$ cat src/rtl/ticker_pkg.sv
// Shared types and helpers for the multi-channel tick generator.
package ticker_pkg;

  typedef enum logic {
    IDLE = 1'b0,
    RUN  = 1'b1
  } ch_state_e;

  localparam logic MODE_PERIODIC = 1'b0;
  localparam logic MODE_ONESHOT  = 1'b1;

  // Index width for a bank of n entries; never narrower than one bit.
  function automatic int unsigned ch_idx_w(input int unsigned n);
    return (n > 1) ? $clog2(n) : 1;
  endfunction

endpackage

$ cat src/rtl/ticker_channel.sv
// One timer channel: shadow/active configuration, count, run FSM, tick and
// sticky pending flag. Advances only on the shared prescaler strobe.
module ticker_channel
  import ticker_pkg::*;
#(
  parameter int unsigned WIDTH = 16
) (
  input  logic             clk,
  input  logic             reset_n,
  input  logic             strobe_i,
  input  logic             start_i,
  input  logic             stop_i,
  input  logic             wr_i,
  input  logic [WIDTH-1:0] period_i,
  input  logic             mode_i,
  input  logic             irq_clr_i,
  output logic             tick_o,
  output logic             busy_o,
  output logic             pending_o
);

  ch_state_e        state_q, state_d;
  logic [WIDTH-1:0] count_q, count_d;
  logic [WIDTH-1:0] shadow_period_q, shadow_period_d;
  logic             shadow_mode_q, shadow_mode_d;
  logic [WIDTH-1:0] active_period_q, active_period_d;
  logic             active_mode_q, active_mode_d;
  logic             tick_q, tick_d;
  logic             pending_q, pending_d;

  always_ff @(posedge clk or negedge reset_n) begin
    if (!reset_n) begin
      state_q         <= IDLE;
      count_q         <= '0;
      shadow_period_q <= '1;
      shadow_mode_q   <= MODE_PERIODIC;
      active_period_q <= '0;
      active_mode_q   <= MODE_PERIODIC;
      tick_q          <= 1'b0;
      pending_q       <= 1'b0;
    end else begin
      state_q         <= state_d;
      count_q         <= count_d;
      shadow_period_q <= shadow_period_d;
      shadow_mode_q   <= shadow_mode_d;
      active_period_q <= active_period_d;
      active_mode_q   <= active_mode_d;
      tick_q          <= tick_d;
      pending_q       <= pending_d;
    end
  end

  always_comb begin
    state_d         = state_q;
    count_d         = count_q;
    shadow_period_d = shadow_period_q;
    shadow_mode_d   = shadow_mode_q;
    active_period_d = active_period_q;
    active_mode_d   = active_mode_q;
    tick_d          = 1'b0;
    // A tick landing together with a clear keeps the flag set.
    pending_d       = tick_q | (pending_q & ~irq_clr_i);

    // Reloads below read the _d shadow so a same-cycle write is picked up.
    if (wr_i) begin
      shadow_period_d = period_i;
      shadow_mode_d   = mode_i;
    end

    unique case (state_q)
      IDLE: begin
        if (stop_i) begin
          count_d = '0;
        end else if (start_i) begin
          state_d         = RUN;
          count_d         = '0;
          active_period_d = shadow_period_d;
          active_mode_d   = shadow_mode_d;
        end
      end
      RUN: begin
        if (stop_i) begin
          state_d = IDLE;
          count_d = '0;
        end else if (start_i) begin
          count_d         = '0;
          active_period_d = shadow_period_d;
          active_mode_d   = shadow_mode_d;
        end else if (strobe_i) begin
          if (count_q == active_period_q) begin
            tick_d  = 1'b1;
            count_d = '0;
            if (active_mode_q == MODE_ONESHOT) begin
              state_d = IDLE;
            end else begin
              active_period_d = shadow_period_d;
              active_mode_d   = shadow_mode_d;
            end
          end else begin
            count_d = count_q + WIDTH'(1);
          end
        end
      end
      default: state_d = IDLE;
    endcase
  end

  assign tick_o    = tick_q;
  assign busy_o    = (state_q == RUN);
  assign pending_o = pending_q;

endmodule

$ cat src/rtl/ticker_bank.sv
// Bank of independent programmable tick channels sharing one prescaler;
// irq is the OR of all pending flags.
module ticker_bank
  import ticker_pkg::*;
#(
  parameter int unsigned NUM_CH   = 4,
  parameter int unsigned WIDTH    = 16,
  parameter int unsigned PRESCALE = 1
) (
  input  logic                          clk,
  input  logic                          reset_n,
  input  logic                          enable,
  input  logic                          cfg_we,
  input  logic [ch_idx_w(NUM_CH)-1:0]   cfg_ch,
  input  logic [WIDTH-1:0]              cfg_period,
  input  logic                          cfg_oneshot,
  input  logic [NUM_CH-1:0]             start,
  input  logic [NUM_CH-1:0]             stop,
  input  logic [NUM_CH-1:0]             irq_clr,
  output logic [NUM_CH-1:0]             tick,
  output logic [NUM_CH-1:0]             busy,
  output logic [NUM_CH-1:0]             pending,
  output logic                          irq
);

  localparam int unsigned CH_W = ch_idx_w(NUM_CH);
  localparam int unsigned PS_W = ch_idx_w(PRESCALE);

  logic [PS_W-1:0] prescale_q, prescale_d;
  logic            strobe_c;

  assign strobe_c = enable && (prescale_q == PS_W'(PRESCALE - 1));

  always_ff @(posedge clk or negedge reset_n) begin
    if (!reset_n) begin
      prescale_q <= '0;
    end else begin
      prescale_q <= prescale_d;
    end
  end

  // Free-running divider; only enable gates it, channel starts never touch it.
  always_comb begin
    prescale_d = prescale_q;
    if (enable) begin
      prescale_d = strobe_c ? '0 : prescale_q + PS_W'(1);
    end
  end

  for (genvar i = 0; i < int'(NUM_CH); i++) begin : g_ch
    logic wr_c;
    // Out-of-range channel numbers match no instance and are dropped.
    assign wr_c = cfg_we && (cfg_ch == CH_W'(i));

    ticker_channel #(.WIDTH(WIDTH)) u_ch (
      .clk      (clk),
      .reset_n  (reset_n),
      .strobe_i (strobe_c),
      .start_i  (start[i]),
      .stop_i   (stop[i]),
      .wr_i     (wr_c),
      .period_i (cfg_period),
      .mode_i   (cfg_oneshot),
      .irq_clr_i(irq_clr[i]),
      .tick_o   (tick[i]),
      .busy_o   (busy[i]),
      .pending_o(pending[i])
    );
  end

  assign irq = |pending;

endmodule

$ cat config.mk
export PLATFORM = sky130hd
export DESIGN_NAME = ticker_bank
export DESIGN_NICKNAME = d
export VERILOG_FILES = /design/src/rtl/ticker_pkg.sv /design/src/rtl/ticker_channel.sv /design/src/rtl/ticker_bank.sv
export SDC_FILE = /design/constraint.sdc
export NUM_CORES = 1
export LEC_CHECK = 0
export BUFFER_PORTS_ARGS = -buffer_cell sky130_fd_sc_hd__buf_2
export CAP_MARGIN = 20
export CORE_MARGIN = 2
export CORE_UTILIZATION = 40
export DETAILED_ROUTE_END_ITERATION = 12
export PLACE_DENSITY = 0.59
export SYNTH_ARGS = -nofsm -noshare
export SYNTH_HDL_FRONTEND = slang
export SYNTH_HIERARCHICAL = 1
export SYNTH_SLANG_ARGS = --single-unit
$ cat constraint.sdc
create_clock -name clk -period 5.9 [get_ports clk]
set_input_delay 0.59 -clock clk [delete_from_list [all_inputs] [get_ports clk]]
set_output_delay 0.59 -clock clk [all_outputs]
set_load 0.05 [all_outputs]
==> metrics.md <==
| Metric | Value |
|---|---|
| Outcome | `complete, no violations` |
| Max-slew violations | `0` |
| N_diodes | `0` |
| Synth top area cells | `dfrtp_1 (32%), dfstp_2 (14%), nand2_1 (5.8%), xor2_1 (4.8%), or4b_1 (4.6%)` |
| Mapped Avg Cell Area | `9.934 um^2` |
| Mux cell area share after synthesis | `8.497%` |
| Setup violators final | `0` |
| Async SR Flop Fraction | `100.0%` |
| Post-CTS Setup Repair Bufs | `0` |
| EDFF count, synth | `0` |
| 1st-iter DRT viols | `roughly 690` |
| Commonest non-fill, non-tap cell in the layout | `nand2_1` |
| Combinational Power Share | `approximately an eighth` |
| Hold Buf Count CTS | `0` |
| R2r setup slk | `2.76 ns` |
| Die W | `about 170 um` |
| Sequential share of the synthesized area | `46.27%` |
| Leakage Power | `5.565 nW` |
| First-pass GRT wire length | `48.52 mm` |
| Dpl ws | `2.696 ns` |
| Filler instances | `2,682` |
| Drt drc | `0` |
| Area growth from synthesis to layout | `12.25%` |
| Final WS setup | `between 2 and 3 ns` |
| R2R cell count | `6` |
| Sequential power share | `a little over two fifths` |
| Post-route clock period utilization | `53.22%` |
| Post-synthesis compound-gate area fraction | `9.524%` |
| Clock transition at path regs | `0.07 ns` |
| Core box area | `28,780 um^2` |
| TritonRoute pass-1 iters | `6` |
| Relative slew slack | `27.26%` |
| Max VDD drop | `0.1913 mV` |
| Setup crit end kind | `flip-flop` |
| Critical path class | `reg2reg` |
| Post-synthesis xor/xnor area fraction | `4.794%` |
| Synth unique cells | `51` |
| Net load switching power | `0.001028 W` |
| Fin. Hold Viols | `0` |
| Root Buffer | `clkbuf_16` |
| Achievable frequency | `318.5 MHz` |
| Pin count of the biggest net entering global routing | `111` |
| Initial antenna violation count | `1` |
| Vias in the first global route | `8,905` |
| Max Cap Viol | `0` |
| DR vias/cell | `5.800` |
| Worst Tran Pin Value | `about 1.1 ns` |
| Routed Antenna Nets | `0` |
| Post-Syn Area | `about 12,000 um^2` |
| Internal power | `0.003076 W` |
| Post-Synth Adder-Cell Area | `0.4280%` |
| Sequential cell area | `5410 um^2` |
| Startpoint class of the critical path | `flip-flop` |
| Max clock buf depth | `3` |
| HP Class | `in2async` |
| Clock network power share | `43.5%` |
| Leading area contributor after synthesis | `dfrtp_1` |
| IO Count | `48` |
| Post-Syn Instances | `1,177` |
| Main combinational cell family by area after synthesis | `simple AND/OR/NAND/NOR gates` |
| Die H | `between 150 and 200 um` |
| RSZ-0062 raised after global routing | `no` |
| Sw Share | `25.05%` |
| Final min period | `3.140 ns` |
| Resized Gates After CTS | `0` |
| Commonest non-fill, non-tap cells in the layout | `nand2_1 (181), dfrtp_1 (149), nand3_1 (83)` |
| CTS tree | `done` |
| H-tree levels | `1` |
| Synth top area share | `a little under a third` |
| Clock Latency Late Sink | `about 0.53 ns` |
| Total Nets Final | `1,225` |
| # rows | `62` |
| GP Congestion | `between 0.7 and 0.8` |
| GRT overflow | `0` |
| Area of the multi-input gates | `5879 um^2` |
| R2r startpoint | `g_ch[1].u_ch/count_q[5]$_DFFE_PN0P_` |
| Post-synthesis simple-gate area fraction | `26.98%` |
| Synthesis Warnings | `6` |
| Overall Global Routing Usage | `19.20%` |
| Syn nets | `1,216` |
| Wire per inst | `18.08 um` |
| R2R Path End | `g_ch[1].u_ch/active_period_q[13]$_DFFE_PN0P_` |
| Worst path arrival time | `between 3 and 4 ns` |
| Final Skew | `0.02044 ns` |
| PortBufs | `between 40 and 50` |
| Initial Util | `40.63%` |
| Vias | `9,216` |
| Primary FF master, synth | `dfrtp_1` |
| Hpwl dp | `18.59 mm` |
| Share of layout cells above drive strength 1 | `19.50%` |
| Setup tns final | `0 ns` |
| Pwr Density | `between 300 and 400 nW/um^2` |
| TritonCTS Buffers | `25` |
| WP data required | `between 6 and 7 ns` |
| Register bit total from synthesis | `between 200 and 250` |
| Final WL | `about 29 mm` |
| TritonCTS Sinks | `about 210` |
| Die area | `30,610 um^2` |
| Worst Path Max Fanout | `33` |
critical path: stages, from the launching register on:
cell and delay (ns):
dfrtp_1 0.47, xor2_1 0.19, nor4_1 0.44, nand4_1 0.81, buf_4 0.54, or4b_1 0.53
nand3_1 0.08
how the worst max path moves through the flow:
| stage | start | endpoint | slack (ns) | depth (start not counted) |
|---|---|---|---|---|
| after detailed placement | enable | g_ch[2].u_ch/active_period_q[10]$_DFFE_PN0P_ | 2.70 | 6 |
| after global routing | g_ch[2].u_ch/count_q[11]$_DFFE_PN0P_ | g_ch[2].u_ch/active_period_q[11]$_DFFE_PN0P_ | 2.58 | 6 |
| after CTS | g_ch[1].u_ch/count_q[6]$_DFFE_PN0P_ | g_ch[1].u_ch/active_period_q[1]$_DFFE_PN0P_ | 2.73 | 6 |
| final | g_ch[1].u_ch/count_q[5]$_DFFE_PN0P_ | g_ch[1].u_ch/active_period_q[13]$_DFFE_PN0P_ | 2.76 | 6 |
| after global placement | enable | g_ch[1].u_ch/active_period_q[1]$_DFFE_PN0P_ | 2.78 | 6 |
| after floorplan | enable | g_ch[0].u_ch/active_period_q[10]$_DFFE_PN0P_ | 3.18 | 7 |
cells in the mapped netlist, types with 26 or more instances:
library cell and n:
nor2_1 26, nand2_1 181, nor2b_1 50, and3_1 36
dfrtp_1 149, or4b_1 54, xor2_1 64, nor4_1 30
a222oi_1 48, dfstp_2 64, clkbuf_1 63, mux2_1 30
nor3_1 31, mux2_2 44, nand3_1 83, o21ai_1 36
registers in the layout, summed over array words and instances, names as in the netlist:
signal,flops
g_ch.u_ch/active_mode_q,4
g_ch.u_ch/busy_o,4
g_ch.u_ch/pending_o,4
g_ch.u_ch/shadow_mode_q,4
g_ch.u_ch/shadow_period_q,64
g_ch.u_ch/count_q,64
prescale_q,1
g_ch.u_ch/active_period_q,64
g_ch.u_ch/tick_o,4
power by group through the flow:
stage / Sequential, W / Combinational (W) / Clock, W
floorplan: 0.00179 / 0.000389 / 0
global placement: 0.00181 / 0.000511 / 0
detailed placement: 0.00182 / 0.000526 / 0
CTS: 0.00179 / 0.000530 / 0.00182
global route: 0.00181 / 0.000591 / 0.00189
finish: 0.00179 / 0.000526 / 0.00179
logic make-up after synthesis:
kind of cell    after synthesis
xor+xnor                     64
flops                       213
mux                          85
buf+inv                      94
simple gates                565
compound gates              152
fa+ha+maj                     4
through the flow:
step           hold WS, ns  instances  power, W  util, %  cell area, um^2
6_report            0.1198       1589  0.004103    45.60            13130
5_1_grt             0.1742       1589  0.004292    45.60            13130
4_1_cts             0.1696       1588  0.004146    45.58            13120
3_5_place_dp        0.4429       1542  0.002342    42.30            12170
3_3_place_gp        0.4372       1541  0.002320    42.27            12170
2_1_floorplan       0.2944       1177  0.002174        -            11690
final cells by class:
cell class	instances	area share, %
tap	384	3.661
timing repair buffer	62	2.726
inverter	14	0.4004
clock inverter	16	2.212
sequential	213	41.22
multi-input combinational	870	44.80
clock buffer	30	4.986
metal layers:
| layer | vias up | part of all wire, % | track usage [%] |
|---|---|---|---|
| li1 | 4388 | - | - |
| met1 | 4592 | 48 | 27.83 |
| met2 | 193 | 46 | 30.53 |
| met3 | 43 | 3.9 | 2.285 |
| met4 | 0 | 2.3 | 5.035 |
| met5 | - | 0 | 0 |
Power figures use the tool's default switching activity.
